--- config.mk ---
export PLATFORM = sky130hd
export DESIGN_NAME = instr_fetch_buffer
export DESIGN_NICKNAME = d
export VERILOG_FILES = /design/src/rtl/fetch_pkg.sv /design/src/rtl/instr_fetch_buffer.sv
export SDC_FILE = /design/constraint.sdc
export NUM_CORES = 1
export LEC_CHECK = 0
export BUFFER_PORTS_ARGS = -buffer_cell sky130_fd_sc_hd__buf_2
export CORE_UTILIZATION = 60
export CTS_BUF_LIST = sky130_fd_sc_hd__clkbuf_4 sky130_fd_sc_hd__clkbuf_8
export DETAILED_ROUTE_END_ITERATION = 6
export PLACE_DENSITY_LB_ADDON = 0.15
export SKIP_CTS_REPAIR_TIMING = 1
export SLEW_MARGIN = 20
export SYNTH_ARGS = -nofsm -noshare
export SYNTH_HDL_FRONTEND = slang
export SYNTH_SLANG_ARGS = --single-unit
--- constraint.sdc ---
create_clock -name clk -period 7.01 [get_ports clk]
set_input_delay 1.402 -clock clk [delete_from_list [all_inputs] [get_ports clk]]
set_output_delay 1.402 -clock clk [all_outputs]
set_load 0.02 [all_outputs]
--- src/rtl/fetch_pkg.sv ---
// Shared types and constants for the instruction fetch buffer.
package fetch_pkg;

    localparam int unsigned AddrWidthDefault  = 32;
    localparam int unsigned DataWidthDefault  = 32;
    localparam int unsigned FetchDepthDefault = 4;

    typedef struct packed {
        logic [AddrWidthDefault-1:0] addr;
        logic [DataWidthDefault-1:0] data;
        logic                        filled;
    } fetch_entry_t;

    // One extra bit beyond the index so full and empty can be told apart.
    function automatic int unsigned ptr_width(input int unsigned depth);
        return $clog2(depth) + 1;
    endfunction

endpackage

--- src/rtl/instr_fetch_buffer.sv ---
// Fetch stage: issues PC to imem, tracks in-order responses, queues instructions for decode.
// Optional FETCH_BYPASS_EN forwards a response straight to decode when the head is waiting on it.
module instr_fetch_buffer
    import fetch_pkg::*;
#(
    parameter int unsigned ADD_WIDTH  = AddrWidthDefault,
    parameter int unsigned DATA_WIDTH = DataWidthDefault,
    parameter int unsigned DEPTH      = FetchDepthDefault
) (
    input  logic                  clk,
    input  logic                  rst,
    input  logic [ADD_WIDTH-1:0]  pc,
    input  logic                  flush,
    output logic                  pc_advance,
    output logic                  imem_req,
    output logic [ADD_WIDTH-1:0]  imem_addr,
    input  logic                  imem_gnt,
    input  logic                  imem_rvalid,
    input  logic [DATA_WIDTH-1:0] imem_rdata,
    output logic                  instr_valid,
    output logic [DATA_WIDTH-1:0] instr,
    output logic [ADD_WIDTH-1:0]  instr_pc,
    input  logic                  instr_ready
);

    localparam int unsigned PtrW = ptr_width(DEPTH);
    localparam int unsigned IdxW = PtrW - 1;

    typedef logic [PtrW-1:0] ptr_t;

    typedef struct packed {
        logic [ADD_WIDTH-1:0]  addr;
        logic [DATA_WIDTH-1:0] data;
        logic                  filled;
    } entry_t;

    localparam ptr_t PtrOne   = ptr_t'(1);
    localparam ptr_t PtrDepth = ptr_t'(DEPTH);

    ptr_t   alloc_q, alloc_d, fill_q, fill_d, read_q, read_d, discard_q, discard_d;
    entry_t entries_q [DEPTH];
    entry_t entries_d [DEPTH];

    ptr_t            used, outstanding;
    logic [IdxW-1:0] alloc_idx, fill_idx, read_idx;
    entry_t          head;
    logic            gnt_fire, resp_drop, resp_keep, bypass, pop;

    assign used        = alloc_q - read_q;
    assign outstanding = alloc_q - fill_q;
    assign alloc_idx   = alloc_q[IdxW-1:0];
    assign fill_idx    = fill_q[IdxW-1:0];
    assign read_idx    = read_q[IdxW-1:0];
    assign head        = entries_q[read_idx];

    // No same-cycle pop credit: a full buffer holds the request low for this cycle.
    assign imem_req   = rst & ~flush & (used < PtrDepth);
    assign imem_addr  = pc;
    assign gnt_fire   = imem_req & imem_gnt;
    assign pc_advance = gnt_fire;

    assign resp_drop = imem_rvalid & (discard_q != '0);
    assign resp_keep = imem_rvalid & (discard_q == '0) & ~flush;

`ifdef FETCH_BYPASS_EN
    assign bypass = ~flush & ~head.filled & (discard_q == '0) & (outstanding != '0) & imem_rvalid;
`else
    assign bypass = 1'b0;
`endif

    assign instr_valid = rst & (head.filled | bypass);
    assign pop         = instr_valid & instr_ready & ~flush;
    assign instr       = instr_valid ? (bypass ? imem_rdata : head.data) : '0;
    assign instr_pc    = instr_valid ? head.addr : '0;

    always_comb begin
        alloc_d   = alloc_q;
        fill_d    = fill_q;
        read_d    = read_q;
        discard_d = discard_q;
        entries_d = entries_q;
        if (flush) begin
            alloc_d = '0;
            fill_d  = '0;
            read_d  = '0;
            // Every in-flight response, minus one arriving now, must be swallowed later.
            discard_d = discard_q + outstanding - ptr_t'(imem_rvalid);
            for (int i = 0; i < DEPTH; i++) begin
                entries_d[i].filled = 1'b0;
            end
        end else begin
            if (resp_drop) begin
                discard_d = discard_q - PtrOne;
            end
            if (resp_keep) begin
                entries_d[fill_idx].data   = imem_rdata;
                entries_d[fill_idx].filled = 1'b1;
                fill_d                     = fill_q + PtrOne;
            end
            // Applied after the fill so a bypassed entry is consumed without staying filled.
            if (pop) begin
                entries_d[read_idx].filled = 1'b0;
                read_d                     = read_q + PtrOne;
            end
            if (gnt_fire) begin
                entries_d[alloc_idx].addr   = pc;
                entries_d[alloc_idx].filled = 1'b0;
                alloc_d                     = alloc_q + PtrOne;
            end
        end
    end

    always_ff @(posedge clk or negedge rst) begin
        if (!rst) begin
            alloc_q   <= '0;
            fill_q    <= '0;
            read_q    <= '0;
            discard_q <= '0;
            for (int i = 0; i < DEPTH; i++) begin
                entries_q[i] <= '0;
            end
        end else begin
            alloc_q   <= alloc_d;
            fill_q    <= fill_d;
            read_q    <= read_d;
            discard_q <= discard_d;
            for (int i = 0; i < DEPTH; i++) begin
                entries_q[i] <= entries_d[i];
            end
        end
    end

endmodule

# Word-level counts from Yosys, hierarchy flattened
# Index checks and enable logic that the tools add are counted.
# word_totals
regBits,272
elab_cells,90
# classes
addsub,8
order_cmp,7
muxes,37
bitwise_logic,13
reduce_logical,9
# op_table
cell,count
bitwise mux 260 bit,5
two-way mux 260 bit,5
demux 65 bit (select 2 bit),5
two-way mux 65 bit,3
binary-select mux 65 bit (select 2 bit),1
two-way mux 32 bit,2
two-way mux 33 bit,1
two-way mux 3 bit,8
"adder 3 x 1 -> 3 bit, second input constant",3
bitwise AND 1 bit,9
">= comparator 3 bit, second input constant",3
"< comparator 3 x 1 -> 1 bit, second input constant",3
NOT 2 -> 3 bit,3
nonzero test 2 bit,4
two-way mux 1 bit,7
subtractor 3 bit,2
adder 3 bit,1
logical AND 1 bit,3
logical NOT 3 bit,1
"< comparator 3 bit, second input constant",1
nonzero test 3 bit,1
subtractor 3 x 1 -> 3 bit,1
"subtractor 3 x 1 -> 3 bit, second input constant",1
NOT 1 bit,1

# Longest topological paths before layout
# logic_depth
ltp_word,16
ltp_mapped,11
mapped_depth_nobuf,11

# Worst setup path before layout
# Ideal clock, no wire load.
# synth_timing
path_type,register -> output
from,register read_q[1]
to,output port imem_req
arrival_time_ps,2468
t_required_ps,5608
setup_slack_ps,3140
stages_incl_launch_ff,9
path_buffers,3
path_cell_list,dfrtp_1 buf_1 clkbuf_1 inv_1 ha_1 a21o_1 buf_4 xnor2_1 nor3b_1
# synth_between
elab_chain_cells,3
# synth_rtl
element,line,rtl
start: declaration,instr_fetch_buffer.sv:40,"ptr_t alloc_q, alloc_d, fill_q, fill_d, read_q, read_d, discard_q, discard_d;"
start signal: assignment,instr_fetch_buffer.sv:125,read_q <= read_d;
subtractor 3 bit,instr_fetch_buffer.sv:49,assign used = alloc_q - read_q;
< comparator 3 bit,instr_fetch_buffer.sv:57,assign imem_req = rst & ~flush & (used < PtrDepth);
bitwise AND 1 bit,instr_fetch_buffer.sv:57,
end: declaration,instr_fetch_buffer.sv:15,"output logic imem_req,"
# No other way between the ends.

# Worst setup path in the final report
# layout_timing
from,register read_q[1]
to,output port pc_advance
# layout_between
elab_chain_cells,4
# layout_rtl
element,line,rtl
subtractor 3 bit,instr_fetch_buffer.sv:49,
< comparator 3 bit,instr_fetch_buffer.sv:57,
bitwise AND 1 bit,instr_fetch_buffer.sv:57,
bitwise AND 1 bit,instr_fetch_buffer.sv:59,assign gnt_fire = imem_req & imem_gnt;
end: declaration,instr_fetch_buffer.sv:14,"output logic pc_advance,"
# No other way between the ends.

==> impl_metrics.env <==
export IMPL_grt_setup_unrepaired="false"
export IMPL_viasPerCell=5.70
export IMPL_syn_to_final_growth_pct=13.7
export IMPL_finClkSkew_ps=21.6
export IMPL_grt_pass1_vias=7773
export IMPL_dr_pass1_iters=4
export IMPL_start_util_pct=61.5
export IMPL_synth_top_area_cell="dfrtp_1"
export IMPL_tightest_slew_ps=1060
export IMPL_ys_top_cells_by_area="dfrtp_1, mux2_2, mux4_2, mux2_1, and3_1"
export IMPL_period_needed_ps=4670
export IMPL_num_rows=53
export IMPL_wl_um=24400
export IMPL_synth_distinct_cells=32
export IMPL_cts_tree="done"
export IMPL_overflow=0
export IMPL_critPathKind="reg2out"
export IMPL_grt_max_degree=99
export IMPL_crit_start="read_q[1]"
export IMPL_design_area_mm2=0.0148
export IMPL_ys_async_sr_fraction_pct=100
export IMPL_ir_drop_mv=0.179
export IMPL_crit_arrival_ps=3270
export IMPL_worst_path_max_delay_cell="dfrtp_4"
export IMPL_drt_initial_drc_count=192
export IMPL_clk_path_buf_depth=3
export IMPL_outcome="completed"
export IMPL_synth_edff_count=0
export IMPL_die_x_um=149
export IMPL_cap_violations=0
export IMPL_hold_viol_final=0
export IMPL_p_leak_nw=7.53
export IMPL_yosys_area_top_type_share_pct=52.3
export IMPL_synth_most_common_cell="dfrtp_1"
export IMPL_r2r_start="read_q[1]"
export IMPL_syn_area_per_cell_um2=15.1
export IMPL_dieHeight_um=149
export IMPL_io_pins=169
export IMPL_nets=1098
export IMPL_gp_congestion=0.746
export IMPL_setup_viol=0
export IMPL_crit_path_start_kind="flip-flop"
export IMPL_place_area_mm2=0.0138
export IMPL_slew_headroom_pct=29.6
export IMPL_dp_hpwl_um=15000
export IMPL_synth_seq_area_share_pct=52.3
export IMPL_crit_path_end_kind="primary output"
export IMPL_synth_ff_type="dfrtp_1"
export IMPL_cts_buffers=46
export IMPL_syn_nets=955
export IMPL_fmax_mhz=214
export IMPL_fin_crit_sh_pct=66.6
export IMPL_synthTopCellsByCount="dfrtp_1, mux2_2, and3_1"
export IMPL_path_max_fanout=69
export IMPL_drive_gt1_share_pct=51.5
export IMPL_io_buffers=168
export IMPL_wl_per_cell_um=18.6
export IMPL_hold_path_startpoint="entries_q[60]"
export IMPL_clk_pin_slew_ps=60
export IMPL_detail_route_antenna_nets=0
export IMPL_via_count=7486
export IMPL_timing_setup_tns_ps=0
export IMPL_crit_top_cell="inv_1"
export IMPL_clk_latency_ps=540
export IMPL_antenna_cells=0
export IMPL_cts_root_buf="clkbuf_8"
export IMPL_grt_use_total_pct=23.3
export IMPL_slowest_delay_ps=1130
export IMPL_synth_area_mm2=0.0130
export IMPL_dieArea_mm2=0.0223
export IMPL_drc_errors=0
export IMPL_syn_inst=865
export IMPL_cts_htree_levels=2
export IMPL_required_ps=5610
export IMPL_power_density_mw_per_mm2=293
export IMPL_slew_viol_final=0
export IMPL_grt_pass1_wl_um=40400
export IMPL_ys_warn_count=0
export IMPL_hold_path_class="reg2reg"
export IMPL_antenna_found_initial=0
export IMPL_cts_sinks=272
export IMPL_ys_seq_elements=272
export IMPL_core_area_mm2=0.0212
export IMPL_crit_chain="inv_1 -> ha_1 -> a21o_1 -> mux2i_1 -> inv_1 -> buf_2"
-- logic make-up after synthesis --
family | Yosys count | synth area share, %
muxes | 332 | 34.6
DFF | 272 | 52.3
and+or+nand+nor | 114 | 5.07
buffers and inverters | 106 | 4.63
adders and majority gates | 20 | 2.15
xor gates and xnor gates | 12 | 0.865
AOI/OAI and AO/OA | 9 | 0.365
-- flip-flops by register name, indices dropped and copies added, names as in the netlist --
register   cells
fill_q         3
discard_q      3
read_q         3
entries_q    260
alloc_q        3
-- through the flow --
step	setup WS [ps]	power [mW]	hold WS, ps	util, %	cells
6_report	2340	4.34	487	70.0	1314
5_1_grt	2150	4.58	504	70.0	1314
4_1_cts	2180	4.39	491	69.9	1313
3_5_place_dp	2770	2.94	478	65.4	1234
3_3_place_gp	2800	2.90	469	65.4	1234
2_1_floorplan	3140	2.70	459	-	865
-- metal layers --
metal  vias up  global-route usage, %  part of all wire [%]
met5         -                      0                     0
met4         0                   6.28                   1.6
met3        38                   3.79                   3.8
met2       150                   37.3                    49
met1      3877                   33.4                    46
li1       3421                      -                     -
-- power by group --
group	switching, mW	internal (mW)
clock	0.596	0.838
combinational	0.331	0.501
sequential	0.168	1.90
-- worst max-delay path, delay by kind of cell, from the launching register on --
family | cells | cell delay [ps]
multiplexers | 1 | 380
buffers and inverters | 3 | 450
flip-flops | 1 | 1130
adder cells (fa/ha/maj) | 1 | 340
AO/OA/AOI/OAI | 1 | 430
-- worst paths after layout --
path | to | depth (start not counted) | slack (ps)
worst max-delay path | pc_advance | 6 | 2340
worst min-delay path | entries_q[60] | 1 | 490
worst max register to register | entries_q[173] | 6 | 3210
worst min register to register | entries_q[60] | 1 | 490
max in group asynchronous | entries_q[129] | 3 | 4940
min in group asynchronous | entries_q[206] | 1 | 860
-- layout make-up --
cell class,count,area (um^2)
inverters,18,67.6
clock buffers,76,940
flip-flops and latches,272,6810
fillers,1540,6340
repair buffers,183,1010
multi-input cells,487,5620
clock inverters,3,15.0
well taps,275,344
-- cell usage in the layout (no fill, tap or decap), types with 5 or more instances in the layout --
master,n
mux2_1,58
nand2_1,10
inv_1,18
dfrtp_1,270
mux2i_1,5
mux2_2,200
buf_2,167
buf_4,12
nor2_1,17
clkbuf_4,17
and3_1,68
clkbuf_8,59
mux4_2,64
ha_1,16
xnor2_1,7
No activity file was read; power rests on OpenSTA's default activity.
